**src/rtl/uart_apb_pkg.sv**
```systemverilog
// Shared constants for the UART16550 APB host: FSM encodings, register map, bus widths.
package uart_apb_pkg;

    localparam int APB_DATA_W   = 32;
    localparam int LCR_DLAB_BIT = 7;

    localparam logic [1:0] ST_IDLE   = 2'd0;
    localparam logic [1:0] ST_SETUP  = 2'd1;
    localparam logic [1:0] ST_ACCESS = 2'd2;

    localparam logic [2:0] ADDR_RHR_THR = 3'd0;
    localparam logic [2:0] ADDR_IER     = 3'd1;
    localparam logic [2:0] ADDR_ISR_FCR = 3'd2;
    localparam logic [2:0] ADDR_LCR     = 3'd3;
    localparam logic [2:0] ADDR_MCR     = 3'd4;
    localparam logic [2:0] ADDR_LSR     = 3'd5;
    localparam logic [2:0] ADDR_MSR     = 3'd6;
    localparam logic [2:0] ADDR_SPR     = 3'd7;

    // Aliases that apply while LCR[DLAB] is set
    localparam logic [2:0] ADDR_DLL = 3'd0;
    localparam logic [2:0] ADDR_DLM = 3'd1;
    localparam logic [2:0] ADDR_PSD = 3'd5;

endpackage

```
**src/rtl/uart_apb_cmd_fifo.sv**
```systemverilog
// Synchronous command queue; in_ready is a registered "not full" so it can drive cmd_ready directly.
module uart_apb_cmd_fifo
    import uart_apb_pkg::*;
#(
    parameter int DEPTH = 4,
    parameter int WIDTH = 36
) (
    input  logic             PCLK,
    input  logic             PRESETn,
    input  logic             push,
    input  logic             pop,
    input  logic [WIDTH-1:0] wdata,
    output logic [WIDTH-1:0] rdata,
    output logic             empty,
    output logic             in_ready
);

    localparam int PTR_W = $clog2(DEPTH);

    logic [WIDTH-1:0] mem_q [DEPTH];
    logic [PTR_W-1:0] wr_ptr_q, wr_ptr_d;
    logic [PTR_W-1:0] rd_ptr_q, rd_ptr_d;
    logic [PTR_W:0]   count_q, count_d;
    logic             empty_q, empty_d;
    logic             ready_q, ready_d;

    always_comb begin
        wr_ptr_d = wr_ptr_q;
        rd_ptr_d = rd_ptr_q;
        count_d  = count_q;
        if (push) wr_ptr_d = wr_ptr_q + PTR_W'(1);
        if (pop)  rd_ptr_d = rd_ptr_q + PTR_W'(1);
        case ({push, pop})
            2'b10:   count_d = count_q + (PTR_W+1)'(1);
            2'b01:   count_d = count_q - (PTR_W+1)'(1);
            default: count_d = count_q;
        endcase
        empty_d = (count_d == '0);
        ready_d = (count_d != (PTR_W+1)'(DEPTH));
    end

    always_ff @(posedge PCLK) begin
        if (push) mem_q[wr_ptr_q] <= wdata;
    end

    always_ff @(posedge PCLK) begin
        if (!PRESETn) begin
            wr_ptr_q <= '0;
            rd_ptr_q <= '0;
            count_q  <= '0;
            empty_q  <= 1'b1;
            ready_q  <= 1'b0;
        end else begin
            wr_ptr_q <= wr_ptr_d;
            rd_ptr_q <= rd_ptr_d;
            count_q  <= count_d;
            empty_q  <= empty_d;
            ready_q  <= ready_d;
        end
    end

    assign rdata    = mem_q[rd_ptr_q];
    assign empty    = empty_q;
    assign in_ready = ready_q;

endmodule

```
**src/rtl/uart_apb_host.sv**
```systemverilog
// APB initiator for the UART16550 register file: queued commands in, one-deep response slot out.
// state  | meaning
// IDLE   | no transfer; waits for a queued command and a free response slot
// SETUP  | PSELx=1, PENABLE=0, address/control driven from the popped command
// ACCESS | PENABLE=1, waiting for PREADY or the timeout
module uart_apb_host
    import uart_apb_pkg::*;
#(
    parameter int ADDR_W         = 3,
    parameter int CMD_DEPTH      = 4,
    parameter int TIMEOUT_CYCLES = 16
) (
    input  logic                  PCLK,
    input  logic                  PRESETn,
    input  logic                  cmd_valid,
    output logic                  cmd_ready,
    input  logic                  cmd_write,
    input  logic [ADDR_W-1:0]     cmd_addr,
    input  logic [APB_DATA_W-1:0] cmd_wdata,
    output logic                  rsp_valid,
    input  logic                  rsp_ready,
    output logic [APB_DATA_W-1:0] rsp_rdata,
    output logic                  rsp_error,
    output logic                  rsp_timeout,
    output logic                  busy,
    output logic [ADDR_W-1:0]     PADDR,
    output logic                  PSELx,
    output logic                  PENABLE,
    output logic                  PWRITE,
    output logic [APB_DATA_W-1:0] PWDATA,
    input  logic [APB_DATA_W-1:0] PRDATA,
    input  logic                  PREADY,
    input  logic                  PSLVERR
);

    localparam int CMD_W = 1 + ADDR_W + APB_DATA_W;
    localparam int CNT_W = (TIMEOUT_CYCLES > 1) ? $clog2(TIMEOUT_CYCLES) : 1;

    logic [1:0]            state_q, state_d;
    logic [ADDR_W-1:0]     paddr_q, paddr_d;
    logic                  pwrite_q, pwrite_d;
    logic [APB_DATA_W-1:0] pwdata_q, pwdata_d;
    logic                  psel_q, psel_d;
    logic                  penable_q, penable_d;
    logic [CNT_W-1:0]      cnt_q, cnt_d;
    logic                  rsp_valid_q, rsp_valid_d;
    logic [APB_DATA_W-1:0] rsp_rdata_q, rsp_rdata_d;
    logic                  rsp_error_q, rsp_error_d;
    logic                  rsp_timeout_q, rsp_timeout_d;

    logic             fifo_push, fifo_pop, fifo_empty, fifo_ready;
    logic [CMD_W-1:0] fifo_head;
    logic             head_write;
    logic [ADDR_W-1:0] head_addr;
    logic [APB_DATA_W-1:0] head_data;
    logic             start_ok;

    assign fifo_push  = cmd_valid & fifo_ready;
    assign head_write = fifo_head[CMD_W-1];
    assign head_addr  = fifo_head[CMD_W-2 -: ADDR_W];
    assign head_data  = fifo_head[APB_DATA_W-1:0];
    assign start_ok   = !fifo_empty && (!rsp_valid_q || rsp_ready);

    uart_apb_cmd_fifo #(
        .DEPTH (CMD_DEPTH),
        .WIDTH (CMD_W)
    ) u_cmd_fifo (
        .PCLK     (PCLK),
        .PRESETn  (PRESETn),
        .push     (fifo_push),
        .pop      (fifo_pop),
        .wdata    ({cmd_write, cmd_addr, cmd_wdata}),
        .rdata    (fifo_head),
        .empty    (fifo_empty),
        .in_ready (fifo_ready)
    );

    always_comb begin
        state_d       = state_q;
        paddr_d       = paddr_q;
        pwrite_d      = pwrite_q;
        pwdata_d      = pwdata_q;
        psel_d        = psel_q;
        penable_d     = penable_q;
        cnt_d         = cnt_q;
        rsp_valid_d   = rsp_valid_q & ~rsp_ready;
        rsp_rdata_d   = rsp_rdata_q;
        rsp_error_d   = rsp_error_q;
        rsp_timeout_d = rsp_timeout_q;
        fifo_pop      = 1'b0;

        case (state_q)
            ST_IDLE: begin
                if (start_ok) fifo_pop = 1'b1;
            end
            ST_SETUP: begin
                state_d   = ST_ACCESS;
                penable_d = 1'b1;
            end
            ST_ACCESS: begin
                if (PREADY) begin
                    rsp_valid_d   = 1'b1;
                    rsp_error_d   = PSLVERR;
                    rsp_timeout_d = 1'b0;
                    rsp_rdata_d   = pwrite_q ? '0 : PRDATA;
                    if (start_ok) begin
                        fifo_pop = 1'b1;
                    end else begin
                        state_d   = ST_IDLE;
                        psel_d    = 1'b0;
                        penable_d = 1'b0;
                    end
                end else if (TIMEOUT_CYCLES != 0 && cnt_q == CNT_W'(TIMEOUT_CYCLES - 1)) begin
                    rsp_valid_d   = 1'b1;
                    rsp_error_d   = 1'b1;
                    rsp_timeout_d = 1'b1;
                    rsp_rdata_d   = '0;
                    state_d       = ST_IDLE;
                    psel_d        = 1'b0;
                    penable_d     = 1'b0;
                end else begin
                    cnt_d = cnt_q + CNT_W'(1);
                end
            end
            default: begin
                state_d   = ST_IDLE;
                psel_d    = 1'b0;
                penable_d = 1'b0;
            end
        endcase

        // Every SETUP entry pops the head and latches it onto the bus
        if (fifo_pop) begin
            state_d   = ST_SETUP;
            psel_d    = 1'b1;
            penable_d = 1'b0;
            cnt_d     = '0;
            paddr_d   = head_addr;
            pwrite_d  = head_write;
            if (head_write) pwdata_d = head_data;
        end
    end

    always_ff @(posedge PCLK) begin
        if (!PRESETn) begin
            state_q       <= ST_IDLE;
            paddr_q       <= '0;
            pwrite_q      <= 1'b0;
            pwdata_q      <= '0;
            psel_q        <= 1'b0;
            penable_q     <= 1'b0;
            cnt_q         <= '0;
            rsp_valid_q   <= 1'b0;
            rsp_rdata_q   <= '0;
            rsp_error_q   <= 1'b0;
            rsp_timeout_q <= 1'b0;
        end else begin
            state_q       <= state_d;
            paddr_q       <= paddr_d;
            pwrite_q      <= pwrite_d;
            pwdata_q      <= pwdata_d;
            psel_q        <= psel_d;
            penable_q     <= penable_d;
            cnt_q         <= cnt_d;
            rsp_valid_q   <= rsp_valid_d;
            rsp_rdata_q   <= rsp_rdata_d;
            rsp_error_q   <= rsp_error_d;
            rsp_timeout_q <= rsp_timeout_d;
        end
    end

    assign cmd_ready   = fifo_ready;
    assign busy        = (state_q != ST_IDLE) || !fifo_empty;
    assign PADDR       = paddr_q;
    assign PWRITE      = pwrite_q;
    assign PWDATA      = pwdata_q;
    assign PSELx       = psel_q;
    assign PENABLE     = penable_q;
    assign rsp_valid   = rsp_valid_q;
    assign rsp_rdata   = rsp_rdata_q;
    assign rsp_error   = rsp_error_q;
    assign rsp_timeout = rsp_timeout_q;

endmodule
```
**config.mk**
```make
export PLATFORM = sky130hd
export DESIGN_NAME = uart_apb_host
export DESIGN_NICKNAME = d
export VERILOG_FILES = /design/src/rtl/uart_apb_pkg.sv /design/src/rtl/uart_apb_cmd_fifo.sv /design/src/rtl/uart_apb_host.sv
export SDC_FILE = /design/constraint.sdc
export NUM_CORES = 1
export LEC_CHECK = 0
export CORE_ASPECT_RATIO = 1.4
export CORE_MARGIN = 4
export CORE_UTILIZATION = 52
export DETAILED_ROUTE_END_ITERATION = 12
export GPL_ROUTABILITY_DRIVEN = 0
export GPL_TIMING_DRIVEN = 0
export HOLD_SLACK_MARGIN = 0.12
export MAX_ROUTING_LAYER = met4
export PLACE_DENSITY_LB_ADDON = 0.08
export REMOVE_ABC_BUFFERS = 1
export SYNTH_ARGS = -nofsm -noshare
export SYNTH_HDL_FRONTEND = slang
export SYNTH_SLANG_ARGS = --single-unit
```
**constraint.sdc**
```tcl
create_clock -name PCLK -period 2.7 [get_ports PCLK]
set_input_delay 0.54 -clock PCLK [delete_from_list [all_inputs] [get_ports PCLK]]
set_output_delay 0.54 -clock PCLK [all_outputs]
set_load 0.03 [all_outputs]
```
# Word level (Yosys, flattened, before mapping)
# Memory sizes are Yosys's and may differ from the RTL's. A register that Yosys moved wholly into a read port is not among the register bits.
# Cells that the tools add are included.
dict set report totals {
  register_bits 88
  mem_bits_rw 144
  inputBits 74
  output_inout_bits 75
  mem_count 1
}
dict set report classes {
  add_sub_neg 5
  eq_ne 12
  muxes 28
  n_bitwise 7
  n_reduce_logical 17
}
# memory depth width read_ports rd_clocked_by_memory_dff write_ports line_no
set memory_table {}
lappend memory_table {u_cmd_fifo.mem_q 4 36 1 1 1 uart_apb_cmd_fifo.sv:20} ;# logic [WIDTH-1:0] mem_q [DEPTH];
# operator count
set op_table {}
lappend op_table {{32-bit 2-to-1 mux} 3}
lappend op_table {{1-bit 2-to-1 mux} 15}
lappend op_table {{3-bit AND reduction} 4}
lappend op_table {{2-bit 2-to-1 mux} 5}
lappend op_table {{3-bit inequality test, second input constant} 3}
lappend op_table {{4-bit by 3-bit inequality test with 1-bit output, second input constant} 2}
lappend op_table {{2-bit one-hot mux with 3 select lines} 1}
lappend op_table {{3-bit one-hot mux with 2 select lines} 1}
lappend op_table {{1-bit inverter} 5}
lappend op_table {{2-bit by 1-bit adder with 2-bit output, second input constant} 2}
lappend op_table {{4-bit by 1-bit adder with 4-bit output, second input constant} 1}
lappend op_table {{2-bit by 1-bit equality test with 1-bit output, second input constant} 2}
lappend op_table {{2-bit equality test, second input constant} 2}
lappend op_table {{4-bit equality test, second input constant} 1}
lappend op_table {{2-bit by 1-bit inequality test with 1-bit output, second input constant} 2}
lappend op_table {{1-bit one-hot mux with 2 select lines} 2}
lappend op_table {{2-bit AND reduction} 2}
lappend op_table {{2-bit nonzero test} 2}
lappend op_table {{2-bit OR reduction} 2}
lappend op_table {{3-bit by 1-bit adder with 3-bit output, second input constant} 1}
lappend op_table {{3-bit zero test} 1}
lappend op_table {{1-bit one-hot mux with 3 select lines} 1}
lappend op_table {{3-bit by 1-bit subtractor with 3-bit output, second input constant} 1}
lappend op_table {{1-bit bitwise AND} 2}
lappend op_table {{4 further kinds} 6}

# Depth between registers and ports, before layout
dict set report depth {
  word_depth 9
  ltp_mapped 10
  ltp_nobuf 10
}

# Cells and area by module
# Synthesis repeated with hierarchy kept, for this count alone.
dict set report unflattened {
  cells_unflattened 524
  area_unflattened_um2 8624.5
}
# module n_inst cells_each area_per_inst_um2
set modules_own_cells {}
lappend modules_own_cells {uart_apb_cmd_fifo 1 237 5701.7}
lappend modules_own_cells {uart_apb_host 1 287 2922.8}

# Least setup slack after synthesis
# Ideal clock, no wire load.
dict set report synth_path {
  path_kind {input -> register}
  start {input port rsp_ready}
  end {register u_cmd_fifo.ready_q, in the netlist u_cmd_fifo.in_ready}
  setup_ns 0.115
  arrival_time_ns 2.329
  setup_slack_ns 0.257
  path_stages 10
  n_path_buf 0
  cell_sequence {nand2b_1 nand3_1 inv_1 ha_1 inv_1 fa_1 xor2_1 nor2_1 xnor2_1 o21a_1}
}
dict set report synth_between {
  elab_chain_cells 8
  elab_cells_between_ends 9
  classes_between {3 x eq/ne; 4 x mux; 2 x reduce/logical}
}
# item line_no
set synth_rtl {}
lappend synth_rtl {{from (decl)} uart_apb_host.sv:21} ;# input logic rsp_ready,
lappend synth_rtl {{1-bit logical OR *} uart_apb_host.sv:62} ;# assign start_ok = !fifo_empty && (!rsp_valid_q || rsp_ready);
lappend synth_rtl {{1-bit logical AND *} uart_apb_host.sv:62}
lappend synth_rtl {{1-bit 2-to-1 mux *} {uart_apb_host.sv:94, uart_apb_host.sv:106}}
lappend synth_rtl {{1-bit 2-to-1 mux} uart_apb_host.sv:101} ;# if (PREADY) begin
lappend synth_rtl {{1-bit one-hot mux with 2 select lines *} uart_apb_host.sv:92} ;# case (state_q)
lappend synth_rtl {{named net fifo_pop} uart_apb_host.sv:51} ;# logic fifo_push, fifo_pop, fifo_empty, fifo_ready;
lappend synth_rtl {{2-bit by 1-bit equality test with 1-bit output or 2-bit equality test (tied branches)} uart_apb_cmd_fifo.sv:33} ;# case ({push, pop})
lappend synth_rtl {{3-bit one-hot mux with 2 select lines *} uart_apb_cmd_fifo.sv:33}
lappend synth_rtl {{3-bit inequality test *} uart_apb_cmd_fifo.sv:39} ;# ready_d = (count_d != (PTR_W+1)'(DEPTH));
lappend synth_rtl {{to (signal assigned)} uart_apb_cmd_fifo.sv:58} ;# ready_q <= ready_d;
lappend synth_rtl {{to (decl)} uart_apb_cmd_fifo.sv:25} ;# logic ready_q, ready_d;
# Mark *: on every way through the listed nets, which the timed path passes. The rest lies on a longest branch.
# A chain may end at the register's enable or synchronous reset.

# Final worst setup path
# Same ends and word-level chain as after synthesis.

==> reports/summary.txt <==
Status -> completed
Hold slack final -> 0.446 ns
Via count -> 5276
CP Capture Type -> register
DRC -> 0
Worst path max stage delay -> 0.45 ns
Antenna Cells -> 0
Leak pwr -> 3.62 nW
Share of cells above drive strength 1 -> 14.5%
Final #Nets -> 819
CTS root buffer -> clkbuf_16
Pwr Total -> 0.00940 W
Final worst setup slack -> 0.249 ns
Crit path max fanout -> 10
CTS clock-pin slew for the worst setup and hold paths -> 0.06 ns
Slowest cell on crit path -> clkdlybuf4s50_1
Port Buf Inserts -> 148
Multi-input gate area -> 2330 sq um
DR WL/cell -> 19.1 microns
Reg area -> 6110 sq um
FP Rows -> 55
Worst hold start -> PWDATA[11]$_SDFFE_PN0P_
YS warnings -> 0
Slew @ Worst Pin -> 1.15 ns
Rel. slew slack -> 23.3%
Largest net degree at the start of global routing -> 66
Antenna-violating nets left -> 0
Pre-CTS WS -> -0.628 ns
Detailed Route Iter0 Violations -> 443
Skew final -> 0.0178 ns
Total gr overflow -> 0
Synth Area in Compound Gates -> 5.86%
Post-Syn Area per Cell -> 14.5 sq um
Period utilization -> 90.8%
Critical Path RT -> 3.08 ns
Initial antenna violation count -> 0
Async SR Flop Fraction -> 0%
Die Span X -> 117 microns
EDFF count, synth -> 144
DIE AREA -> 18800 sq um
Worst Hold Path Cells -> 2
First-pass GRT wire length -> 27.8 mm
Tightest Hold Check Type -> register to register
Detailed Place HPWL -> 10.9 mm
CTS tree -> built
Via/cell ratio -> 5.54
Area growth syn-to-layout -> 27.8%
Hold Violations, Final -> 0
# setup viols final -> 0
Cell area after layout -> 11000 sq um
H-tree levels -> 1
Top_reg_cell synth -> edfxtp_1
Die Y -> 161 microns
Fill count -> 1184
Cell Count, Final, Fillers Out -> 953
RSZ-0062 raised after global routing -> no
Fraction of synthesized area in multiplexers -> 9.50%
Flop-to-flop setup slack -> 0.29 ns
Starting Density -> 53.2%
Synth Register Bits -> 233
Max_cap viols -> 0
Post-CTS setup buffers -> 0
Final worst path period need -> 2.45 ns
CP arrival -> 2.83 ns
Cells after DPL -> 912
Synth Area in Adders -> 1.10%
Worst path cell trace -> clkdlybuf4s50_1, nand2b_2, nand3_4, inv_2, ha_1, inv_1, fa_1, xor2_1, nor2_1, xnor2_1, o21a_1
Main combinational cell family by area after synthesis -> multiplexers
Worst setup path class -> input pin to register
Num CTS Buffers -> 22
Clock Latency Late Sink -> 0.50 ns
Worst r2r src -> state_q[0]$_SDFFE_PN0P_
Mapped Cells -> 596
Core area -> 16200 sq um
Pre-Repair DR Iteration Count -> 5
Yosys cell types -> 34
Synth Area in Simple Gates -> 9.28%
Clk sinks -> 233
Slew Limit Fails -> 0
Vias in the first global route -> 5380
Cell Area, Synth -> 8640 sq um
Boundary Pins -> 149
Clock buffer depth -> 3
Worst-case vdd ir drop -> 579 uV
Post-Route WL -> 18.2 mm
Achievable frequency -> 408 MHz
DP Area -> 10300 sq um
Worst R2R End -> u_cmd_fifo.in_ready$_SDFF_PN0_
R2R depth -> 10
Hold path endpoint -> PWDATA[11]$_SDFFE_PN0P_
CP Launch Type -> input pin
GRT Overall Usage -> 19.2%
PD cells -> 851 nW/um^2
Xor-xnor portion of the synthesized cell area -> 0.811%
Sequential area share after synthesis -> 70.7%
-- critical path: cells and delay by family --
kind,cells,cell delay [ns]
simple gates,3,0.55
buf+inv,3,0.66
xor+xnor,2,0.27
compound gates,1,0.19
fa+ha+maj,2,0.62
-- cell families (layout without fill, tap and decap cells) --
group	after synthesis	in the layout
adders and majority gates	7	7
AOI/OAI and AO/OA	84	84
muxes	37	37
DFF	233	233
and+or+nand+nor	179	180
buffers and inverters	48	205
xor gates and xnor gates	8	8
-- stage by stage --
stage	util [%]	setup TNS, ns
after floorplan	-	-9.70
after CTS	67.8	0
after global placement	62.6	-232.55
after detailed placement	63.7	-2.27
final	68.0	0
after global routing	68.0	0
-- power by group --
part | total (W) | internal (W) | switching [W]
Combinational | 0.00211 | 0.000999 | 0.00111
Sequential | 0.00444 | 0.00413 | 0.000311
Clock | 0.00285 | 0.00165 | 0.00120
-- placed cells by master, fill, tap and decap left out, drive strengths merged, types with 6 or more instances in the layout --
| master | netlist | final |
|---|---|---|
| clkdlybuf4s50 | 0 | 146 |
| edfxtp | 144 | 144 |
| dfxtp | 89 | 89 |
| nand2 | 79 | 79 |
| nand3 | 67 | 67 |
| a21oi | 43 | 43 |
| mux4 | 36 | 36 |
| clkbuf | 22 | 36 |
| o21ai | 35 | 35 |
| nor2 | 18 | 18 |
| inv | 9 | 9 |
| buf | 17 | 9 |
| ha | 6 | 6 |
-- cell type report --
type / count / area share, %
clock inverter: 4 / 0.159
multi-input combinational: 316 / 21.1
clock buffer: 36 / 5.93
inverter: 9 / 0.306
timing repair buffer: 156 / 14.9
sequential: 233 / 55.3
tap: 199 / 2.25
-- flip-flops by register name (all words and copies together), names as in the netlist, named ones only --
register,flops
u_cmd_fifo.in_ready,1
u_cmd_fifo.empty,1
cnt_q,4
u_cmd_fifo.mem_q,144
u_cmd_fifo.count_q,2
PWDATA,32
PWRITE,1
PADDR,3
u_cmd_fifo.wr_ptr_q,2
rsp_timeout,1
rsp_error,1
rsp_valid,1
PSELx,1
u_cmd_fifo.rd_ptr_q,2
rsp_rdata,32
state_q,2
-- layer usage --
metal  vias to the layer above  GRT usage, %  part of all wire [%]  wire length, microns
met2                       165          32.3                    50                  9150
li1                       2491             -                     -                     -
met5                         -             -                     0                     0
met3                        20          3.09                   6.2                  1130
met4                         0          4.43                   1.4                   257
met1                      2600          24.6                    42                  7680
-- cell usage after synthesis, drive strengths merged, types with 2 or more instances --
library cell / number / area share [%]
dfxtp: 89 / 21
inv: 9 / 0.39
o21ai: 35 / 2.8
xnor2: 3 / 0.30
and3: 5 / 0.36
clkbuf: 22 / 0.97
xor2: 5 / 0.51
nand2b: 3 / 0.22
a31oi: 2 / 0.14
buf: 17 / 1.4
o21a: 2 / 0.17
ha: 6 / 0.87
a21oi: 43 / 2.5
nor2: 18 / 0.78
mux4: 36 / 9.4
nor3: 2 / 0.12
nand3: 67 / 3.9
edfxtp: 144 / 50
nand2: 79 / 3.4
-- worst max path at each step --
stage               depth (start not counted)  slack, ns       from                        endpoint
floorplan                                   4      -0.30   register             PWRITE$_SDFFE_PN0P_
CTS                                        11       0.01     PREADY     u_cmd_fifo.empty$_SDFF_PN1_
finish                                     11       0.25  rsp_ready  u_cmd_fifo.in_ready$_SDFF_PN0_
global route                               11       0.09  rsp_ready  u_cmd_fifo.in_ready$_SDFF_PN0_
global placement                            3      -2.36    PRESETn                        register
detailed placement                         11      -0.63     PREADY  u_cmd_fifo.in_ready$_SDFF_PN0_
-- repair_timing --
item,4_1_cts,5_1_grt
setup endpoints to repair,3,14
cloned,0,1
resized for setup,1,6
hold buffers,0,0
No activity file was read; power rests on OpenSTA's default activity.
